**src/rtl/sequential_divider_if.sv**
```systemverilog
// Start/done handshake bundle for the radix-2 restoring divider.
// The master issues operands and start; the slave returns results and status.
interface sequential_divider_if #(
    parameter int WIDTH = 4
);
    logic             start;
    logic [WIDTH-1:0] dividend;
    logic [WIDTH-1:0] divisor;
    logic [WIDTH-1:0] quotient;
    logic [WIDTH-1:0] remainder;
    logic             busy;
    logic             done;
    logic             divByZero;

    modport master (
        output start,
        output dividend,
        output divisor,
        input  quotient,
        input  remainder,
        input  busy,
        input  done,
        input  divByZero
    );

    modport slave (
        input  start,
        input  dividend,
        input  divisor,
        output quotient,
        output remainder,
        output busy,
        output done,
        output divByZero
    );
endinterface

```
**src/rtl/sequential_divider.sv**
```systemverilog
// Radix-2 restoring divider, one quotient bit per clock, fixed latency of WIDTH
// edges after the accepting edge regardless of operand values (including /0).
module sequential_divider #(
    parameter int WIDTH = 4
) (
    input  logic                 clk,
    input  logic                 rst,
    sequential_divider_if.slave  bus
);
    localparam int CW = $clog2(WIDTH + 1);

    typedef enum logic {
        IDLE,
        BUSY
    } stateT;

    stateT            state;
    logic [CW-1:0]    count;
    logic [WIDTH-1:0] remReg;
    logic [WIDTH-1:0] quoReg;
    logic [WIDTH-1:0] divisorReg;

    logic [WIDTH-1:0] quotientReg;
    logic [WIDTH-1:0] remainderReg;
    logic             busyReg;
    logic             doneReg;
    logic             divByZeroReg;

    // One iteration: shift {R,Q} left, trial-subtract the divisor from R.
    // The trial is one bit wider than the shifted remainder so its top bit
    // is a clean borrow flag.
    logic [WIDTH:0]   shiftedRem;
    logic [WIDTH+1:0] trial;
    logic             trialOk;
    logic [WIDTH-1:0] remNext;
    logic [WIDTH-1:0] quoNext;
    logic             lastIter;

    always_comb begin
        shiftedRem = {remReg, quoReg[WIDTH-1]};
        trial      = {1'b0, shiftedRem} - {2'b00, divisorReg};
        trialOk    = ~trial[WIDTH+1];
        // A successful trial always leaves R below the divisor, so the low
        // WIDTH bits hold the whole value; on restore R never exceeds WIDTH bits.
        remNext    = trialOk ? trial[WIDTH-1:0] : shiftedRem[WIDTH-1:0];
        quoNext    = {quoReg[WIDTH-2:0], trialOk};
        lastIter   = (count == CW'(WIDTH - 1));
    end

    always_ff @(posedge clk) begin
        if (rst) begin
            state        <= IDLE;
            count        <= '0;
            remReg       <= '0;
            quoReg       <= '0;
            divisorReg   <= '0;
            quotientReg  <= '0;
            remainderReg <= '0;
            busyReg      <= 1'b0;
            doneReg      <= 1'b0;
            divByZeroReg <= 1'b0;
        end else begin
            case (state)
                IDLE: begin
                    doneReg <= 1'b0;
                    if (bus.start) begin
                        remReg     <= '0;
                        quoReg     <= bus.dividend;
                        divisorReg <= bus.divisor;
                        count      <= '0;
                        busyReg    <= 1'b1;
                        state      <= BUSY;
                    end
                end
                BUSY: begin
                    remReg <= remNext;
                    quoReg <= quoNext;
                    count  <= count + 1'b1;
                    // start is deliberately not looked at here: requests made
                    // while busy are dropped, never queued.
                    if (lastIter) begin
                        quotientReg  <= quoNext;
                        remainderReg <= remNext;
                        divByZeroReg <= (divisorReg == '0);
                        doneReg      <= 1'b1;
                        busyReg      <= 1'b0;
                        state        <= IDLE;
                    end
                end
                default: begin
                    state   <= IDLE;
                    busyReg <= 1'b0;
                    doneReg <= 1'b0;
                end
            endcase
        end
    end

    assign bus.quotient  = quotientReg;
    assign bus.remainder = remainderReg;
    assign bus.busy      = busyReg;
    assign bus.done      = doneReg;
    assign bus.divByZero = divByZeroReg;
endmodule
```
**src/flat_wrapper.sv**
```systemverilog
// flat-port wrapper written by rule: the top's interface ports become plain ports
module sequential_divider_flat 
#(
    parameter int WIDTH = 4
)
  (clk, rst, bus_start, bus_dividend, bus_divisor, bus_quotient, bus_remainder, bus_busy, bus_done, bus_divByZero);
  sequential_divider_if #(.WIDTH(WIDTH)) bus_i ();
  input  logic clk;
  input  logic rst;
  input wire logic [$bits(bus_i.start)-1:0] bus_start;
  input wire logic [$bits(bus_i.dividend)-1:0] bus_dividend;
  input wire logic [$bits(bus_i.divisor)-1:0] bus_divisor;
  output wire logic [$bits(bus_i.quotient)-1:0] bus_quotient;
  output wire logic [$bits(bus_i.remainder)-1:0] bus_remainder;
  output wire logic [$bits(bus_i.busy)-1:0] bus_busy;
  output wire logic [$bits(bus_i.done)-1:0] bus_done;
  output wire logic [$bits(bus_i.divByZero)-1:0] bus_divByZero;
  assign bus_i.start = bus_start;
  assign bus_i.dividend = bus_dividend;
  assign bus_i.divisor = bus_divisor;
  assign bus_quotient = bus_i.quotient;
  assign bus_remainder = bus_i.remainder;
  assign bus_busy = bus_i.busy;
  assign bus_done = bus_i.done;
  assign bus_divByZero = bus_i.divByZero;
  sequential_divider #(.WIDTH(WIDTH)) u_core (.clk(clk), .rst(rst), .bus(bus_i));
endmodule
```
**config.mk**
```make
export PLATFORM = sky130hd
export DESIGN_NAME = sequential_divider_flat
export DESIGN_NICKNAME = d
export VERILOG_FILES = /design/src/rtl/sequential_divider_if.sv /design/src/rtl/sequential_divider.sv /design/src/flat_wrapper.sv
export SDC_FILE = /design/constraint.sdc
export NUM_CORES = 1
export LEC_CHECK = 0
export ABC_AREA = 0
export CAP_MARGIN = 20
export CELL_PAD_IN_SITES_DETAIL_PLACEMENT = 1
export CELL_PAD_IN_SITES_GLOBAL_PLACEMENT = 2
export CORE_AREA = 10 10 97 56
export CTS_BUF_LIST = sky130_fd_sc_hd__clkbuf_2 sky130_fd_sc_hd__clkbuf_4 sky130_fd_sc_hd__clkbuf_8
export CTS_CLUSTER_DIAMETER = 40
export DETAILED_ROUTE_END_ITERATION = 8
export DIE_AREA = 0 0 107 66
export PLACE_DENSITY_LB_ADDON = 0.15
export SLEW_MARGIN = 20
export SYNTH_ARGS = -nofsm -noshare
export SYNTH_HDL_FRONTEND = slang
export SYNTH_SLANG_ARGS = --single-unit
```
**constraint.sdc**
```tcl
create_clock -name clk -period 4.2 [get_ports clk]
set_input_delay 1.05 -clock clk [delete_from_list [all_inputs] [get_ports clk]]
set_output_delay 1.05 -clock clk [all_outputs]
set_load 0.02 [all_outputs]
```
# ---- After elaboration in Yosys (flattened, before gate mapping)
# Index checks and enable logic that the tools add are counted.
dict set report word_totals {
  register_bits 27
  input_bits 11
  out_inout_bits 11
  word_cells 36
}
dict set report op_classes {
  addsub 2
  n_eq_ne 3
  muxes 15
  n_bitwise 2
  n_reduce_logical 4
}
# operator n
set op_table {}
lappend op_table {{one-hot mux 4 bit (2 select lines)} 2}
lappend op_table {{two-way mux 4 bit} 3}
lappend op_table {{one-hot mux 1 bit (2 select lines)} 3}
lappend op_table {{one-hot mux 3 bit (2 select lines)} 1}
lappend op_table {{AND reduction 2 bit} 3}
lappend op_table {{subtractor 5 x 4 -> 6 bit} 1}
lappend op_table {{two-way mux 1 bit} 5}
lappend op_table {{logical NOT 4 bit} 1}
lappend op_table {{inequality test 2 bit (second input constant)} 2}
lappend op_table {{adder 3 x 1 -> 3 bit (second input constant)} 1}
lappend op_table {{== test 3 x 2 -> 1 bit (second input constant)} 1}
lappend op_table {{two-way mux 3 bit} 1}
lappend op_table {{inverter 1 bit} 2}

# ---- Longest topological paths before layout
dict set report depth {
  ltp_word 3
  mapped_depth 7
  ltp_nobuf 7
}

# ---- Least setup slack after synthesis
# OpenSTA, ideal clock, no wires.
dict set report synth_path {
  path_kind {input port to flip-flop}
  startpoint {input port bus_start}
  endpoint {register u_core.divisorReg[0]}
  setup_time_ns 0.128
  t_arrival_ns 1.759
  required_ns 4.072
  setup_slack_ns 2.314
  stages 5
  path_buffers 2
  cell_sequence {buf_2 nor2b_1 buf_2 mux2i_1 nor2_1}
}
dict set report synth_between {
  elab_chain_len 1
}
# item line
set synth_lines {}
lappend synth_lines {{start: declaration} flat_wrapper.sv:10} ;# input wire logic [$bits(bus_i.start)-1:0] bus_start;
lappend synth_lines {{AND reduction 2 bit (no line)} -}
lappend synth_lines {{end signal: assignment} sequential_divider.sv:69} ;# divisorReg <= bus.divisor;
lappend synth_lines {{end: declaration} sequential_divider.sv:21} ;# logic [WIDTH-1:0] divisorReg;
# No other way between the ends.
# A chain may end at the register's enable or synchronous reset.

# ---- Final worst setup path
# Ends and elaborated chain as after synthesis.

==> metrics.cfg <==
[run_status]
status=finished, final reports clean

[placement]
post-place-ws_ns=1.316
hpwl_um=2406
globalplace.congestion=0.7348
port_buffers=21

[sta]
finClkSkew_ns=0.004185
timing.final.ws_setup_ns=1.666
post-route-period-util=0.6034
hold_viol=0
max_slew_margin=0.3981
maxSlewViolCount=0
setup_tns_ns=0
finalCriticalPeriod_ns=2.534
rsz0062_at_grt=false
fmax_mhz=394.6
setup_viol=0
worstMarginPinSlew_ns=0.9000

[global_route]
grt_max_degree=26
met1_usage=0.1155
use_met2=0.1357
track_usage=0.09046
grtUsageMet3=0.03599
top_usage_layer=met2
grt.overflow.total=0
grt_antenna_before_repair=0
grt_pass1_wl_um=5237
grt_pass1_vias=1065

[cts]
cts_hold_buffers=0
root_buffer=clkbuf_8
insertion_delay_ns=0.28
cts.sinks=27
cts_setup_buffers=0
cts_htree_levels=1
cts_resized=0
clockBufferDepth=2
cts_tree=done
path_clk_slew_ns=0.10
cts-buffers-inserted=3

[worst_hold_path]
worstHoldPathType=register to register

[route]
drc=0
vias_per_cell=4.681
wl_per_cell_um=13.95
drtPass1Iterations=3
via_count=1011
wl_um=3013
drt_iter0_markers=20
drtAntennaViolNets=0

[layout]
layout-area-overhead-vs-synth_pct=23.63
layout-drive-gt1-share=0.03704
final_nets=181
final_cell_mix=nor2_1 (27), dfxtp_1 (27), clkdlybuf4s50_1 (21), a21oi_1 (16), nand2_1 (13)
antenna_cells=0

[power]
power_leakage_nw=0.5863
vdd_drop_max_v=0.0001129
power.density_nw_per_um2=339.3

[floorplanning]
core-area_um2=3764
ios=22
die_h_um=66
dieArea_um2=7062
rows=16
die_w_um=107
initial_core_util=0.3278

[yosys]
ys_ff_latch=27
syn_nets=163
postSynthCellCount=145
yosys_warnings=0
synthArstFlopShare=0
synth_edf_count=0
seq_area_frac_synth=0.4381
syn_avg_cell_area_um2=8.508
syn_area_um2=1234
synth_cell_type_count=26
synth-main-ff-cell=dfxtp_1

[critical_path]
cp.required_ns=4.33
cp_slowest_cell=clkdlybuf4s50_1
worstPathArrival_ns=2.67
max_stage_delay_ns=0.78
critical_path_class=input port to register
crit_fanout=10
cp_cell_sequence=clkdlybuf4s50_1 > nor2b_1 > mux2i_1 > nor2_1
cp-end-kind=register
start_kind=input port

[job]
maxCapViolations=0

## kinds of logic after synthesis
kind of cell | count (synthesis) | synth area share
adder cells (fa/ha/maj) | 7 | 0.07708
AND/OR/NAND/NOR | 54 | 0.1907
XOR/XNOR | 1 | 0.007101
buffers and inverters | 18 | 0.05882
flip-flops | 27 | 0.4381
AO/OA/AOI/OAI | 30 | 0.1633
multiplexers | 8 | 0.06491
## path summary, 6_finish.rpt
check | end | slack [ns] | cells after the start | startpoint
worst max-delay path | u_core.divisorReg[0] | 1.67 | 4 | bus_start
worst min-delay path | u_core.bus.quotient[2] | 0.46 | 2 | u_core.bus.quotient[2]
worst max register to register | u_core.bus.remainder[3] | 2.44 | 3 | u_core.state
worst min register to register | u_core.bus.quotient[2] | 0.46 | 2 | u_core.bus.quotient[2]
## metrics by stage
step           instances  cell area (um2)  hold WS (ns)    util  total power, mW
2_1_floorplan        145             1234        0.4443       -           0.3439
3_3_place_gp         212             1476        0.4333  0.3923           0.3690
3_5_place_dp         212             1476        0.4435  0.3923           0.3719
4_1_cts              216             1525        0.4631  0.4053           0.5240
5_1_grt              216             1525        0.4795  0.4053           0.5463
6_report             216             1525        0.4588  0.4053           0.5175
## registers in the layout (all words and copies together) (netlist names), 3 cells and up
register	flops
u_core.quoReg	4
u_core.bus.remainder	4
u_core.bus.quotient	4
u_core.count	3
u_core.divisorReg	4
u_core.remReg	4
## report_power, final
group,internal (mW),leakage [nW],switching [mW]
sequential,0.266,0.220,0.0117
combinational,0.0400,0.345,0.0472
clock,0.0674,0.0217,0.0854
total,0.373,0.586,0.144
## layer usage
metal / part of all wire / up-vias
li1: - / 516
met1: 0.53 / 472
met2: 0.40 / 18
met3: 0.058 / 5
met4: 0.015 / 0
met5: 0 / -
## cells in the mapped netlist, drive strengths merged (3+ instances only)
library cell / number / area (um2)
nor2b: 3 / 18.77
nor3: 5 / 25.02
ha: 6 / 75.07
buf: 4 / 20.02
o21ai: 3 / 15.01
dfxtp: 27 / 540.5
nand2: 13 / 48.80
a21oi: 17 / 88.84
clkbuf: 4 / 15.01
inv: 10 / 37.54
mux2i: 8 / 80.08
nor2: 27 / 101.4
## area by class of cell
| type | count | area, um2 |
|---|---|---|
| Fill cell | 470 | 2238 |
| Multi-Input combinational cell | 100 | 620.6 |
| Sequential cell | 27 | 540.5 |
| Timing Repair Buffer | 21 | 210.2 |
| Tap cell | 54 | 67.56 |
| Clock buffer | 3 | 41.29 |
| Inverter | 10 | 37.54 |
| Clock inverter | 1 | 7.507 |
## worst max-delay path, delay by kind of cell
kind	cells	cell delay [ns]
simple gates	2	0.57
mux	1	0.26
buf+inv	1	0.78
(Power assumes the default switching activity.)
